`src/rtl/reg_pipe_pkg.sv`:
```
// reg_pipe_pkg
// Shared constants and helpers for the reg_pipe register pipeline.
//   DEFAULT_WIDTH / DEFAULT_DEPTH : default data width and stage count
//   count_width(depth)            : bits needed to hold an occupancy of 0..depth
package reg_pipe_pkg;

  localparam int DEFAULT_WIDTH = 8;
  localparam int DEFAULT_DEPTH = 4;

  function automatic int count_width(input int depth);
    return $clog2(depth + 1);
  endfunction

endpackage

```
`src/rtl/reg_pipe_if.sv`:
```
// reg_pipe_if
// Handshake bundle between a producer/consumer pair and the reg_pipe block.
//   CLR                 synchronous flush request
//   IN_VALID/IN_READY   producer side handshake, DIN carries the word
//   OUT_VALID/OUT_READY consumer side handshake, DOUT carries the word
//   COUNT               registered number of occupied stages
//   PAR_ERR             parity mismatch on DOUT (only with REG_PIPE_PARITY_EN)
// Modports: master = the side driving the pipeline (producer + consumer),
//           slave  = the pipeline itself.
interface reg_pipe_if
  import reg_pipe_pkg::*;
#(
  parameter int WIDTH = DEFAULT_WIDTH,
  parameter int DEPTH = DEFAULT_DEPTH
);

  localparam int CW = count_width(DEPTH);

  logic             CLR;
  logic             IN_VALID;
  logic             IN_READY;
  logic [WIDTH-1:0] DIN;
  logic             OUT_VALID;
  logic             OUT_READY;
  logic [WIDTH-1:0] DOUT;
  logic [CW-1:0]    COUNT;
`ifdef REG_PIPE_PARITY_EN
  logic             PAR_ERR;

  modport master (
    output CLR, IN_VALID, DIN, OUT_READY,
    input  IN_READY, OUT_VALID, DOUT, COUNT, PAR_ERR
  );

  modport slave (
    input  CLR, IN_VALID, DIN, OUT_READY,
    output IN_READY, OUT_VALID, DOUT, COUNT, PAR_ERR
  );
`else
  modport master (
    output CLR, IN_VALID, DIN, OUT_READY,
    input  IN_READY, OUT_VALID, DOUT, COUNT
  );

  modport slave (
    input  CLR, IN_VALID, DIN, OUT_READY,
    output IN_READY, OUT_VALID, DOUT, COUNT
  );
`endif

endinterface

```
`src/rtl/reg_pipe_stage.sv`:
```
// reg_pipe_stage
// One stage of the register pipeline: a valid flop and a data flop with
// load/hold control. Optional parity flop when REG_PIPE_PARITY_EN is defined.
//   CLK, RST  clock and asynchronous active-high reset
//   clr       synchronous flush (clears valid, data holds)
//   load      this stage may take the upstream word this cycle
//   vin, din  upstream valid and data
//   pin/pout  upstream parity / stored parity (REG_PIPE_PARITY_EN only)
//   v, d      stored valid and data
module reg_pipe_stage
  import reg_pipe_pkg::*;
#(
  parameter int               WIDTH   = DEFAULT_WIDTH,
  parameter logic [WIDTH-1:0] RST_VAL = '0
) (
  input  logic             CLK,
  input  logic             RST,
  input  logic             clr,
  input  logic             load,
  input  logic             vin,
  input  logic [WIDTH-1:0] din,
`ifdef REG_PIPE_PARITY_EN
  input  logic             pin,
  output logic             pout,
`endif
  output logic             v,
  output logic [WIDTH-1:0] d
);

  // Data only moves on a valid incoming word, so a bubble passing through
  // leaves the previous data in place (keeps DOUT quiet on empty cycles).
  always_ff @(posedge CLK or posedge RST) begin
    if (RST) begin
      v <= 1'b0;
      d <= RST_VAL;
    end else if (clr) begin
      v <= 1'b0;
    end else if (load) begin
      v <= vin;
      if (vin) begin
        d <= din;
      end
    end
  end

`ifdef REG_PIPE_PARITY_EN
  // Reset parity matches the reset data so an (invalid) reset word is self-consistent.
  always_ff @(posedge CLK or posedge RST) begin
    if (RST) begin
      pout <= ^RST_VAL;
    end else if (!clr && load && vin) begin
      pout <= pin;
    end
  end
`endif

endmodule

```
`src/rtl/reg_pipe.sv`:
```
// reg_pipe
// WIDTH-bit by DEPTH-stage elastic register pipeline with valid/ready on both
// ends, bubble collapsing, synchronous flush and a registered occupancy count.
// Parameters: WIDTH (data bits), DEPTH (stages), RST_VAL (data reset value).
// Ports:
//   CLK  rising-edge clock
//   RST  asynchronous active-high reset
//   bus  reg_pipe_if.slave: CLR, IN_VALID/IN_READY/DIN,
//        OUT_VALID/OUT_READY/DOUT, COUNT (+ PAR_ERR)
// Optional feature macro: REG_PIPE_PARITY_EN adds per-stage even parity and
// the PAR_ERR output.
// Note: OUT_READY reaches IN_READY combinationally through the ready logic.
module reg_pipe
  import reg_pipe_pkg::*;
#(
  parameter int               WIDTH   = DEFAULT_WIDTH,
  parameter int               DEPTH   = DEFAULT_DEPTH,
  parameter logic [WIDTH-1:0] RST_VAL = '0
) (
  input  logic       CLK,
  input  logic       RST,
  reg_pipe_if.slave  bus
);

  localparam int            CW  = count_width(DEPTH);
  localparam logic [CW-1:0] ONE = CW'(1);

  logic [DEPTH-1:0] v;
  logic [DEPTH-1:0] rdy;
  logic [WIDTH-1:0] d [DEPTH];
`ifdef REG_PIPE_PARITY_EN
  logic [DEPTH-1:0] p;
`endif
  logic [CW-1:0]    count;
  logic             xfer_in;
  logic             xfer_out;

  genvar i;
  generate
    for (i = 0; i < DEPTH; i++) begin : g_stage
      logic             vin_s;
      logic [WIDTH-1:0] din_s;
`ifdef REG_PIPE_PARITY_EN
      logic             pin_s;
`endif

      // Stage i can move when any stage from i to the output end has a hole,
      // or the consumer takes the last word; this is the unrolled ready chain.
      assign rdy[i] = ~(&v[DEPTH-1:i]) | bus.OUT_READY;

      if (i == 0) begin : g_head
        assign vin_s = bus.IN_VALID;
        assign din_s = bus.DIN;
`ifdef REG_PIPE_PARITY_EN
        assign pin_s = ^bus.DIN;
`endif
      end else begin : g_body
        assign vin_s = v[i-1];
        assign din_s = d[i-1];
`ifdef REG_PIPE_PARITY_EN
        assign pin_s = p[i-1];
`endif
      end

      reg_pipe_stage #(
        .WIDTH   (WIDTH),
        .RST_VAL (RST_VAL)
      ) u_stage (
        .CLK  (CLK),
        .RST  (RST),
        .clr  (bus.CLR),
        .load (rdy[i]),
        .vin  (vin_s),
        .din  (din_s),
`ifdef REG_PIPE_PARITY_EN
        .pin  (pin_s),
        .pout (p[i]),
`endif
        .v    (v[i]),
        .d    (d[i])
      );
    end
  endgenerate

  assign bus.IN_READY  = rdy[0] & ~bus.CLR;
  assign bus.OUT_VALID = v[DEPTH-1] & ~bus.CLR;
  assign bus.DOUT      = d[DEPTH-1];
  assign bus.COUNT     = count;

`ifdef REG_PIPE_PARITY_EN
  assign bus.PAR_ERR   = bus.OUT_VALID & (^bus.DOUT ^ p[DEPTH-1]);
`endif

  assign xfer_in  = bus.IN_VALID & bus.IN_READY;
  assign xfer_out = bus.OUT_VALID & bus.OUT_READY;

  // Occupancy tracks transfers, so it always equals the number of valid stages.
  always_ff @(posedge CLK or posedge RST) begin
    if (RST) begin
      count <= '0;
    end else if (bus.CLR) begin
      count <= '0;
    end else if (xfer_in && !xfer_out) begin
      count <= count + ONE;
    end else if (!xfer_in && xfer_out) begin
      count <= count - ONE;
    end
  end

endmodule

```
`src/flat_wrapper.sv`:
```
// flat-port wrapper written by rule: the top's interface ports become plain ports
module reg_pipe_flat import reg_pipe_pkg::*;
#(
  parameter int               WIDTH   = DEFAULT_WIDTH,
  parameter int               DEPTH   = DEFAULT_DEPTH,
  parameter logic [WIDTH-1:0] RST_VAL = '0
)
  (CLK, RST, bus_CLR, bus_IN_VALID, bus_DIN, bus_OUT_READY, bus_IN_READY, bus_OUT_VALID, bus_DOUT, bus_COUNT);
  reg_pipe_if #(.WIDTH(WIDTH), .DEPTH(DEPTH)) bus_i ();
  input  logic CLK;
  input  logic RST;
  input wire logic [$bits(bus_i.CLR)-1:0] bus_CLR;
  input wire logic [$bits(bus_i.IN_VALID)-1:0] bus_IN_VALID;
  input wire logic [$bits(bus_i.DIN)-1:0] bus_DIN;
  input wire logic [$bits(bus_i.OUT_READY)-1:0] bus_OUT_READY;
  output wire logic [$bits(bus_i.IN_READY)-1:0] bus_IN_READY;
  output wire logic [$bits(bus_i.OUT_VALID)-1:0] bus_OUT_VALID;
  output wire logic [$bits(bus_i.DOUT)-1:0] bus_DOUT;
  output wire logic [$bits(bus_i.COUNT)-1:0] bus_COUNT;
  assign bus_i.CLR = bus_CLR;
  assign bus_i.IN_VALID = bus_IN_VALID;
  assign bus_i.DIN = bus_DIN;
  assign bus_i.OUT_READY = bus_OUT_READY;
  assign bus_IN_READY = bus_i.IN_READY;
  assign bus_OUT_VALID = bus_i.OUT_VALID;
  assign bus_DOUT = bus_i.DOUT;
  assign bus_COUNT = bus_i.COUNT;
  reg_pipe #(.WIDTH(WIDTH), .DEPTH(DEPTH), .RST_VAL(RST_VAL)) u_core (.CLK(CLK), .RST(RST), .bus(bus_i));
endmodule
```
`config.mk`:
```
export PLATFORM = sky130hd
export DESIGN_NAME = reg_pipe_flat
export DESIGN_NICKNAME = d
export VERILOG_FILES = /design/src/rtl/reg_pipe_pkg.sv /design/src/rtl/reg_pipe_if.sv /design/src/rtl/reg_pipe_stage.sv /design/src/rtl/reg_pipe.sv /design/src/flat_wrapper.sv
export SDC_FILE = /design/constraint.sdc
export NUM_CORES = 1
export LEC_CHECK = 0
export CORE_MARGIN = 1.5
export CORE_UTILIZATION = 45
export CTS_CLUSTER_DIAMETER = 50
export DETAILED_ROUTE_END_ITERATION = 8
export PLACE_DENSITY = 0.69
export SLEW_MARGIN = 5
export SYNTH_ARGS = -nofsm -noshare
export SYNTH_HDL_FRONTEND = slang
export SYNTH_SLANG_ARGS = --single-unit
export TNS_END_PERCENT = 30
```
`constraint.sdc`:
```
create_clock -name CLK -period 2.92 [get_ports CLK]
set_input_delay 0.876 -clock CLK [delete_from_list [all_inputs] [get_ports CLK]]
set_output_delay 0.876 -clock CLK [all_outputs]
set_load 0.005 [all_outputs]
```
# Word level (Yosys, flattened, before mapping)
# Cells that the tools add are included.
classes:
  addsub: 2
  multipliers: 0
  div_mod_pow: 0
  magnitude_cmp: 0
  eq_ne: 0
  shifts: 0
  muxes: 11
  n_bitwise: 13
  reduce_logical: 16
ops:
  columns: ["cell", "n"]
  rows:
  - ["AND reduction 3 bit", 5]
  - ["2-to-1 mux 3 bit", 3]
  - ["2-to-1 mux 1 bit", 8]
  - ["nonzero test 2 bit", 4]
  - ["inverter 1 bit", 5]
  - ["AND 1 bit", 4]
  - ["bitwise OR 1 bit", 4]
  - ["AND reduction 4 bit", 1]
  - ["adder 3 x 1 -> 3 bit, second input constant", 1]
  - ["nonzero test 3 bit", 1]
  - ["subtractor 3 x 1 -> 3 bit, second input constant", 1]
  - ["logical AND 1 bit", 2]
  - ["logical NOT 1 bit", 2]
  - ["AND reduction 2 bit", 1]
totals:
  register_bits: 39
  latchBits: 0
  ramBits: 0
  rom_bits: 0
  elab_cells: 51
  n_memories: 0

# Longest topological paths before layout
# Gate-level depths: netlist of the first run.
logic_depth:
  word_depth: 10
  depth_mapped: 8
  mapped_depth_nobuf: 7

# Cells and area by module
# From an unflattened synthesis of the first run, not the netlist that was laid out.
unflattened:
  cells_unflattened: 118
  hier_area_um2: 1687.9
modules_own_cells:
  columns: ["mod", "instances", "cells_each", "area_per_inst_um2", "seq_area_each_um2"]
  rows:
  - ["reg_pipe_stage", 4, 21, 352.8, 225.2]
  - ["reg_pipe", 1, 34, 276.5, 75.1]

# Worst setup path before layout of the first run
# Ideal clock, no wire load.
synth_timing:
  path_type: "input to register"
  from: "input bus_OUT_READY"
  to: "register u_core.count[2] (netlist: u_core.bus.COUNT[2])"
  setup_time_ns: 0.125
  t_arrival_ns: 2.650
  required_time_ns: 2.795
  slack_ns: 0.145
  path_stages: 7
  n_path_buf: 1
  cell_sequence: "buf_4 > o311ai_4 > a21oi_1 > fa_1 > and4b_1 > a211oi_1 > mux2_2"
synth_between:
  elab_chain_cells: 6
  elab_cells_between_ends: 11
synth_lines:
  columns: ["item", "line_no", "source"]
  rows:
  - ["start, declared", "flat_wrapper.sv:15", "input wire logic [$bits(bus_i.OUT_READY)-1:0] bus_OUT_READY;"]
  - ["bitwise OR 1 bit", "reg_pipe.sv:49", "assign rdy[i] = ~(&v[DEPTH-1:i]) | bus.OUT_READY;"]
  - ["AND 1 bit", "reg_pipe.sv:85", "assign bus.IN_READY = rdy[0] & ~bus.CLR;"]
  - ["AND 1 bit", "reg_pipe.sv:94", "assign xfer_in = bus.IN_VALID & bus.IN_READY;"]
  - ["logical AND 1 bit / logical NOT 1 bit (equally long branches)", "reg_pipe.sv:103, reg_pipe.sv:105", null]
  - ["2-to-1 mux 3 bit / logical AND 1 bit (equally long branches)", "reg_pipe.sv:103, reg_pipe.sv:105", null]
  - ["2-to-1 mux 3 bit / nonzero test 3 bit (equally long branches)", null, null]
  - ["end signal, assigned", "reg_pipe.sv:104", "count <= count + ONE;"]
  - ["end signal, assigned", "reg_pipe.sv:106", "count <= count - ONE;"]
  - ["end, declared", "reg_pipe.sv:34", "logic [CW-1:0] count;"]
# Parallel ways exist; a longest one is shown, timed or not.
# A chain may end at the register's enable or synchronous reset.

# Final worst setup path of the first run
layout_timing:
  from: "input bus_OUT_READY"
  to: "output bus_IN_READY"
layout_between:
  elab_chain_cells: 2
layout_lines:
  columns: ["item", "line_no", "source"]
  rows:
  - ["bitwise OR 1 bit", "reg_pipe.sv:49", null]
  - ["AND 1 bit", "reg_pipe.sv:85", null]
  - ["end, declared", "flat_wrapper.sv:16", "output wire logic [$bits(bus_i.IN_READY)-1:0] bus_IN_READY;"]
# No other way between the ends.

==> impl_metrics.csv, run 1 <==
group,metric,value,unit
critical_path,endpoint,"bus_IN_READY",
power_and_ir_drop,power,0.00153,W
critical_path,r2r-end,"u_core.bus.COUNT[2]",
detailed_routing,antenna_violating_nets_post_route,0,
cells_and_area,layout-drive-gt1-share,39.7,%
detailed_routing,vias,1048,
clock_tree,post_cts_hold_buffer_count,0,
clock_tree,cts.clk_slew.worst_paths,0.07,ns
cells_and_area,fin_nets,169,
synthesis,yosysWarnings,0,
sta,whs,0.502,ns
power_and_ir_drop,switching_share,22.7,%
detailed_routing,firstDrtPassIters,4,
power_and_ir_drop,share_seq_of_total_power,49.3,%
critical_path,worstSetupEndpointType,"primary output",
clock_tree,cts-htree-levels,2,
die,die_h,64.0,um
critical_path,regToRegSetupSlack,0.66,ns
power_and_ir_drop,cell_internal_power,0.00118,W
sta,setup_repair_after_global_routing_missed_its_margin,"false",
synthesis,synth-seq-area-share,58.2,%
cells_and_area,antenna_cells,0,
synthesis,yosys.area.top_type_share,58.2,%
critical_path,ff2ff_path_depth,7,
synthesis,yosys.area.top_type,"sky130_fd_sc_hd__dfrtp_1",
clock_tree,cts_num_sinks,39,
critical_path,worstReg2RegStart,"u_core.g_stage[2].u_stage.v",
detailed_routing,drt_wl_total,2810,um
grt,first_pass_grt_wire_length,4890,um
die,design.die.area,4100,um^2
synthesis,synthCells,116,
placed_design,dpl.hpwl,2070,um
grt,global_route.overflow_total,0,
placed_design,dp.cells,194,
critical_path,critical_path_depth,3,
critical_path,timing.critical_path.slowest_stage_cell,"sky130_fd_sc_hd__clkdlybuf4s50_1",
grt,vias_in_the_first_global_route,1057,
grt,grt_max_degree,40,
synthesis,synth_net_count,130,
cells_and_area,areaGrowthSynthToFinish,28.8,%
die,site_row_count,21,
critical_path,cp.required,2.04,ns
critical_path,setup_crit_start,"bus_OUT_READY",
placed_design,finalWeightedCongestion,0.798,
synthesis,avgSynthCellArea,14.5,um^2
clock_tree,cts_buf_count,5,
critical_path,worst-path-max-fanout,3,
critical_path,critPathArrivalTime,1.94,ns
detailed_routing,wl_per_cell,13.9,um
power_and_ir_drop,net_switching_power,0.000347,W
detailed_routing,drcViolationCount,0,
worst_hold_path,hold_class,"reg2reg",
grt,antenna_found_initial,0,
power_and_ir_drop,power.density_cell_area,708,nW/um^2
sta,max_slew_margin,68.7,%
detailed_routing,drc_violation_total_after_the_first_tritonroute_iteration,43,
sta,drv_slew,0,
sta,max_freq,356,MHz
placed_design,dpl-instance-area,2050,um^2
critical_path,setup.worst_path.class,"in2out",
synthesis,ys_types,26,
power_and_ir_drop,p_leak,0.953,nW
critical_path,crit_chain,"dlygate4sd2_1, o31a_2, clkdlybuf4s50_1",
critical_path,timing.critical_path.slowest_cell_delay,0.45,ns
cells_and_area,layout.cell_area.non_filler,2160,um^2
critical_path,worst_path_buf_inv,2,
die,die_w,64.0,um
sta,layout_worst_path_cycle_share,96.3,%
sta,finalHoldViolCount,0,
power_and_ir_drop,p_comb_share,20.8,%
power_and_ir_drop,p_clk_share,29.8,%
synthesis,yosys_register_bits,39,
critical_path,critical-path-top-delay-family,"buffers and inverters",
critical_path,worst_setup_path_start_kind,"primary input",
die,core_area,3440,um^2
sta,least_margin_pin_slew,0.470,ns
sta,final.min_clock_period,2.81,ns
power_and_ir_drop,peakVddDrop,0.000322,V
die,i_o_pin_count,26,
clock_tree,tritoncts,"done",
clock_tree,cts-root-buf,"sky130_fd_sc_hd__clkbuf_8",
synthesis,synth.cell_area,1680,um^2
sta,setup_viol,0,
placed_design,numPortBuffers,25,
detailed_routing,detail_route.vias_per_cell,5.19,
sta,timing.clock.skew,0.00800,ns
die,initial_core_util,48.7,%
clock_tree,clk-insertion-delay-late,0.29,ns
cells_and_area,fillers,278,
clock_tree,clock_path_buffers,2,
job,drv_cap,0,
cells_and_area,final_cell_count_no_fill,202,
grt,overall_global_routing_usage,16.0,%
run_status,status,"completed",
synthesis,netlist_top_cells_area,"sky130_fd_sc_hd__dfrtp_1, sky130_fd_sc_hd__mux2_2, sky130_fd_sc_hd__o311ai_4",
-- cell families after synthesis --
family	share of synthesized area, %
AOI/OAI and AO/OA	6.72
adders and majority gates	1.19
buffers and inverters	2.61
DFF	58.2
muxes	23.5
and+or+nand+nor	7.76
-- registers in the layout, summed over array words and instances (netlist names) --
register / count
u_core.g_stage.u_stage.v: 4
u_core.g_stage.u_stage.d: 32
u_core.bus.COUNT: 3
-- cell usage in the layout, fill, tap and decap left out, types with 2 or more instances in the layout --
master | netlist | layout
sky130_fd_sc_hd__a21oi_1 | 2 | 2
sky130_fd_sc_hd__buf_4 | 1 | 11
sky130_fd_sc_hd__clkbuf_8 | 0 | 6
sky130_fd_sc_hd__clkdlybuf4s50_1 | 0 | 22
sky130_fd_sc_hd__dfrtp_1 | 39 | 39
sky130_fd_sc_hd__dlygate4sd2_1 | 0 | 3
sky130_fd_sc_hd__inv_1 | 5 | 4
sky130_fd_sc_hd__inv_2 | 1 | 2
sky130_fd_sc_hd__mux2_2 | 35 | 35
sky130_fd_sc_hd__nor2_1 | 11 | 11
sky130_fd_sc_hd__nor2b_1 | 2 | 2
sky130_fd_sc_hd__nor3b_1 | 2 | 2
sky130_fd_sc_hd__o311ai_4 | 2 | 2
-- power by group through the flow --
stage / Combinational, W / Clock [W] / Sequential [W]
2_1_floorplan: 0.000173 / 0 / 0.000749
3_3_place_gp: 0.000316 / 0 / 0.000756
3_5_place_dp: 0.000326 / 0 / 0.000768
4_1_cts: 0.000326 / 0.000468 / 0.000757
5_1_grt: 0.000347 / 0.000492 / 0.000776
6_report: 0.000319 / 0.000456 / 0.000755
-- metrics by stage --
step / setup slack (ns) / TNS, ns / util, %
2_1_floorplan: 0.145 / 0 / -
3_3_place_gp: -0.106 / -0.154 / 59.4
3_5_place_dp: -0.119 / -0.234 / 59.4
4_1_cts: 0.105 / 0 / 62.7
5_1_grt: 0.0719 / 0 / 62.7
6_report: 0.109 / 0 / 62.7
-- metal layers --
layer / vias to the layer above / track usage, % / routed length (um)
li1: 489 / - / -
met1: 527 / 18.9 / 1190
met2: 26 / 26.6 / 1430
met3: 6 / 5.46 / 131
met4: 0 / 6.52 / 55
met5: - / 0 / 0
-- area by class of cell --
| type | count | area (um^2) | area share, % |
|---|---|---|---|
| clock inverter | 2 | 35.0 | 1.62 |
| clock buffer | 6 | 82.6 | 3.82 |
| timing repair buffer | 36 | 329 | 15.2 |
| multi-input combinational | 67 | 657 | 30.4 |
| inverter | 6 | 22.5 | 1.04 |
| tap | 46 | 57.6 | 2.67 |
| sequential | 39 | 976 | 45.2 |
-- cell usage after synthesis --
library cell / count
sky130_fd_sc_hd__nor2b_2: 1
sky130_fd_sc_hd__nor3b_1: 2
sky130_fd_sc_hd__clkbuf_2: 1
sky130_fd_sc_hd__a221oi_1: 1
sky130_fd_sc_hd__a211oi_1: 1
sky130_fd_sc_hd__mux2_2: 35
sky130_fd_sc_hd__and3b_1: 1
sky130_fd_sc_hd__a41oi_1: 1
sky130_fd_sc_hd__a21oi_1: 2
sky130_fd_sc_hd__buf_2: 1
sky130_fd_sc_hd__dfrtp_1: 39
sky130_fd_sc_hd__clkbuf_1: 1
sky130_fd_sc_hd__nand2_1: 1
sky130_fd_sc_hd__nor2b_1: 2
sky130_fd_sc_hd__inv_2: 1
sky130_fd_sc_hd__nor3b_2: 1
sky130_fd_sc_hd__o311ai_4: 2
sky130_fd_sc_hd__and4b_1: 1
sky130_fd_sc_hd__fa_1: 1
sky130_fd_sc_hd__nand3_4: 1
sky130_fd_sc_hd__inv_1: 5
sky130_fd_sc_hd__buf_4: 1
sky130_fd_sc_hd__a211o_1: 1
sky130_fd_sc_hd__nor2_1: 11
sky130_fd_sc_hd__a31oi_1: 1
sky130_fd_sc_hd__o31a_2: 1
-- repair_timing --
action / in CTS / in global routing
setup endpoints to repair: 1 / 0
setup buffers: 0 / 0
gates resized for setup: 4 / 0
-- how the worst min path moves through the flow --
| stage | cells past startpoint | slack, ns | startpoint | endpoint |
|---|---|---|---|---|
| after floorplan | 1 | 0.47 | u_core.g_stage[2].u_stage.d[0] | u_core.g_stage[2].u_stage.d[0] |
| after global placement | 1 | 0.48 | u_core.g_stage[2].u_stage.d[6] | u_core.g_stage[2].u_stage.d[6] |
| after detailed placement | 1 | 0.49 | u_core.g_stage[1].u_stage.d[6] | u_core.g_stage[1].u_stage.d[6] |
| after CTS | 1 | 0.51 | u_core.g_stage[1].u_stage.d[6] | u_core.g_stage[1].u_stage.d[6] |
| after global routing | 1 | 0.51 | u_core.g_stage[1].u_stage.d[6] | u_core.g_stage[1].u_stage.d[6] |
| final | 1 | 0.50 | u_core.g_stage[2].u_stage.d[2] | u_core.g_stage[2].u_stage.d[2] |
Power figures use the tool's default switching activity.
==> run 2: changes to the inputs <==
Settings changed: CORE_MARGIN 1.5 to unset, CTS_BUF_LIST set to sky130_fd_sc_hd__clkbuf_2.
==> impl_metrics.csv, run 2 (synthesis gave the netlist of run 1 again) <==
group,metric,value,unit
run_status,status,"completed",
cells_and_area,largest_register_ff_count,32,
detailed_routing,drcViolationCount,0,
sta,timing.clock.skew,0.0277,ns
cells_and_area,seqCellArea,976,um^2
sta,post-route-worst-setup-slack,0.107,ns
cells_and_area,final_cell_count_no_fill,200,
cells_and_area,areaGrowthSynthToFinish,23.4,%
cells_and_area,layout-drive-gt1-share,39.0,%
clock_tree,cts_buf_count,5,
die,core_area,3440,um^2
critical_path,setup.worst_path.class,"in2out",
die,die_h,63.0,um
cells_and_area,fillers,287,
clock_tree,clock_path_buffers,2,
sta,finalHoldViolCount,0,
placed_design,dp.cells,192,
die,die_w,63.0,um
critical_path,worst-path-max-fanout,3,
cells_and_area,layout_common_cells,"sky130_fd_sc_hd__dfrtp_1, sky130_fd_sc_hd__mux2_2, sky130_fd_sc_hd__clkdlybuf4s50_1",
sta,setup_repair_after_global_routing_missed_its_margin,"false",
sta,max_slew_margin,64.2,%
placed_design,numPortBuffers,25,
critical_path,cp.required,2.04,ns
detailed_routing,drt_wl_total,2800,um
power_and_ir_drop,power,0.00131,W
clock_tree,cts.clk_slew.worst_paths,0.20,ns
die,i_o_pin_count,26,
placed_design,pre_cts_slack,-0.118,ns
cells_and_area,antenna_cells,0,
detailed_routing,detail_route.vias_per_cell,5.07,
critical_path,worstSetupEndpointType,"primary output",
critical_path,critPathArrivalTime,1.94,ns
detailed_routing,wl_per_cell,14.0,um
cells_and_area,fin_nets,167,
power_and_ir_drop,p_leak,0.912,nW
worst_hold_path,hold_class,"reg2reg",
clock_tree,tritoncts,"done",
grt,first_pass_grt_wire_length,4890,um
sta,final.min_clock_period,2.81,ns
detailed_routing,firstDrtPassIters,4,
detailed_routing,drc_violation_total_after_the_first_tritonroute_iteration,79,
cells_and_area,most_common_cell_after_layout_fill_and_taps_aside,"sky130_fd_sc_hd__dfrtp_1",
power_and_ir_drop,peakVddDrop,0.000278,V
die,design.die.area,3970,um^2
power_and_ir_drop,power.density_cell_area,633,nW/um^2
sta,whs,0.489,ns
grt,antenna_found_initial,0,
die,site_row_count,21,
clock_tree,clk-insertion-delay-late,0.39,ns
detailed_routing,antenna_violating_nets_post_route,0,
clock_tree,cts-htree-levels,2,
grt,grt_max_degree,40,
clock_tree,cts-root-buf,"sky130_fd_sc_hd__clkbuf_2",
die,initial_core_util,48.7,%
cells_and_area,multi_input_area,657,um^2
clock_tree,cts_num_sinks,39,
grt,vias_in_the_first_global_route,1043,
placed_design,dpl.hpwl,2000,um
critical_path,worst_setup_path_start_kind,"primary input",
cells_and_area,max_flop_register,"u_core.g_stage.u_stage.d",
sta,drv_slew,0,
sta,layout_worst_path_cycle_share,96.3,%
placed_design,finalWeightedCongestion,0.799,
grt,overall_global_routing_usage,16.4,%
clock_tree,post_cts_hold_buffer_count,0,
sta,max_freq,356,MHz
sta,setup_viol,0,
sta,least_margin_pin_slew,0.536,ns
detailed_routing,vias,1013,
job,drv_cap,0,
grt,global_route.overflow_total,0,
==> run 2: changes by cell type in the layout (fill, tap and decap cells not counted) <==
cell	before	now
sky130_fd_sc_hd__buf_4	11	9
sky130_fd_sc_hd__clkinvlp_4	0	1
sky130_fd_sc_hd__clkbuf_8	6	0
sky130_fd_sc_hd__bufinv_16	1	0
sky130_fd_sc_hd__clkbuf_2	0	6
==> run 2: routing by layer <==
metal | vias to the layer above | GRT usage [%] | part of all wire [%] | wire length [um]
met1 | 492 | 21.7 | 47 | 1330
li1 | 483 | - | - | -
met2 | 29 | 23.8 | 45 | 1270
met3 | 9 | 4.74 | 4.3 | 121
met4 | 0 | 9.88 | 2.8 | 77
met5 | - | 0 | 0 | 0
==> run 2: worst paths after layout <==
path	slack, ns	startpoint	end	cells after the start
max	0.11	bus_OUT_READY	bus_IN_READY	3
max reg2reg	0.68	u_core.g_stage[2].u_stage.v	u_core.bus.COUNT[2]	7
min reg2reg	0.49	u_core.g_stage[1].u_stage.d[3]	u_core.g_stage[2].u_stage.d[3]	1
min in group asynchronous	0.86	RST	u_core.g_stage[3].u_stage.d[2]	3
min	0.49	u_core.g_stage[1].u_stage.d[3]	u_core.g_stage[2].u_stage.d[3]	1
max in group asynchronous	1.68	RST	u_core.g_stage[3].u_stage.d[1]	3
==> run 2: power breakdown <==
group          switching [W]  total (W)  internal [W]
registers          0.0000726   0.000753      0.000680
logic              0.0000968   0.000319      0.000223
clock network       0.000176   0.000238     0.0000611
==> run 2: critical path, stage by stage <==
cell	delay [ns]
sky130_fd_sc_hd__dlygate4sd2_1	0.29
sky130_fd_sc_hd__o31a_2	0.33
sky130_fd_sc_hd__clkdlybuf4s50_1	0.44
==> run 2: cell type report <==
cell class	instances	share of cell area, %
clock buffer	6	1.45
sequential	39	47.2
timing repair buffer	34	15.2
inverter	6	1.09
multi-input combinational	67	31.7
clock inverter	2	0.605
tap	46	2.78
==> run 2: per-stage QoR <==
step           utilization (%)  TNS [ns]  area (um^2)
6_report                  60.1         0         2070
5_1_grt                   60.1         0         2070
3_5_place_dp              59.0    -0.208         2030
4_1_cts                   60.1         0         2070
3_3_place_gp              59.0    -0.152         2030
2_1_floorplan                -         0         1680
==> run 2: timing repair <==
item	CTS	global route
setup buffers	0	0
setup endpoints to repair	1	0
gates resized for setup	4	0
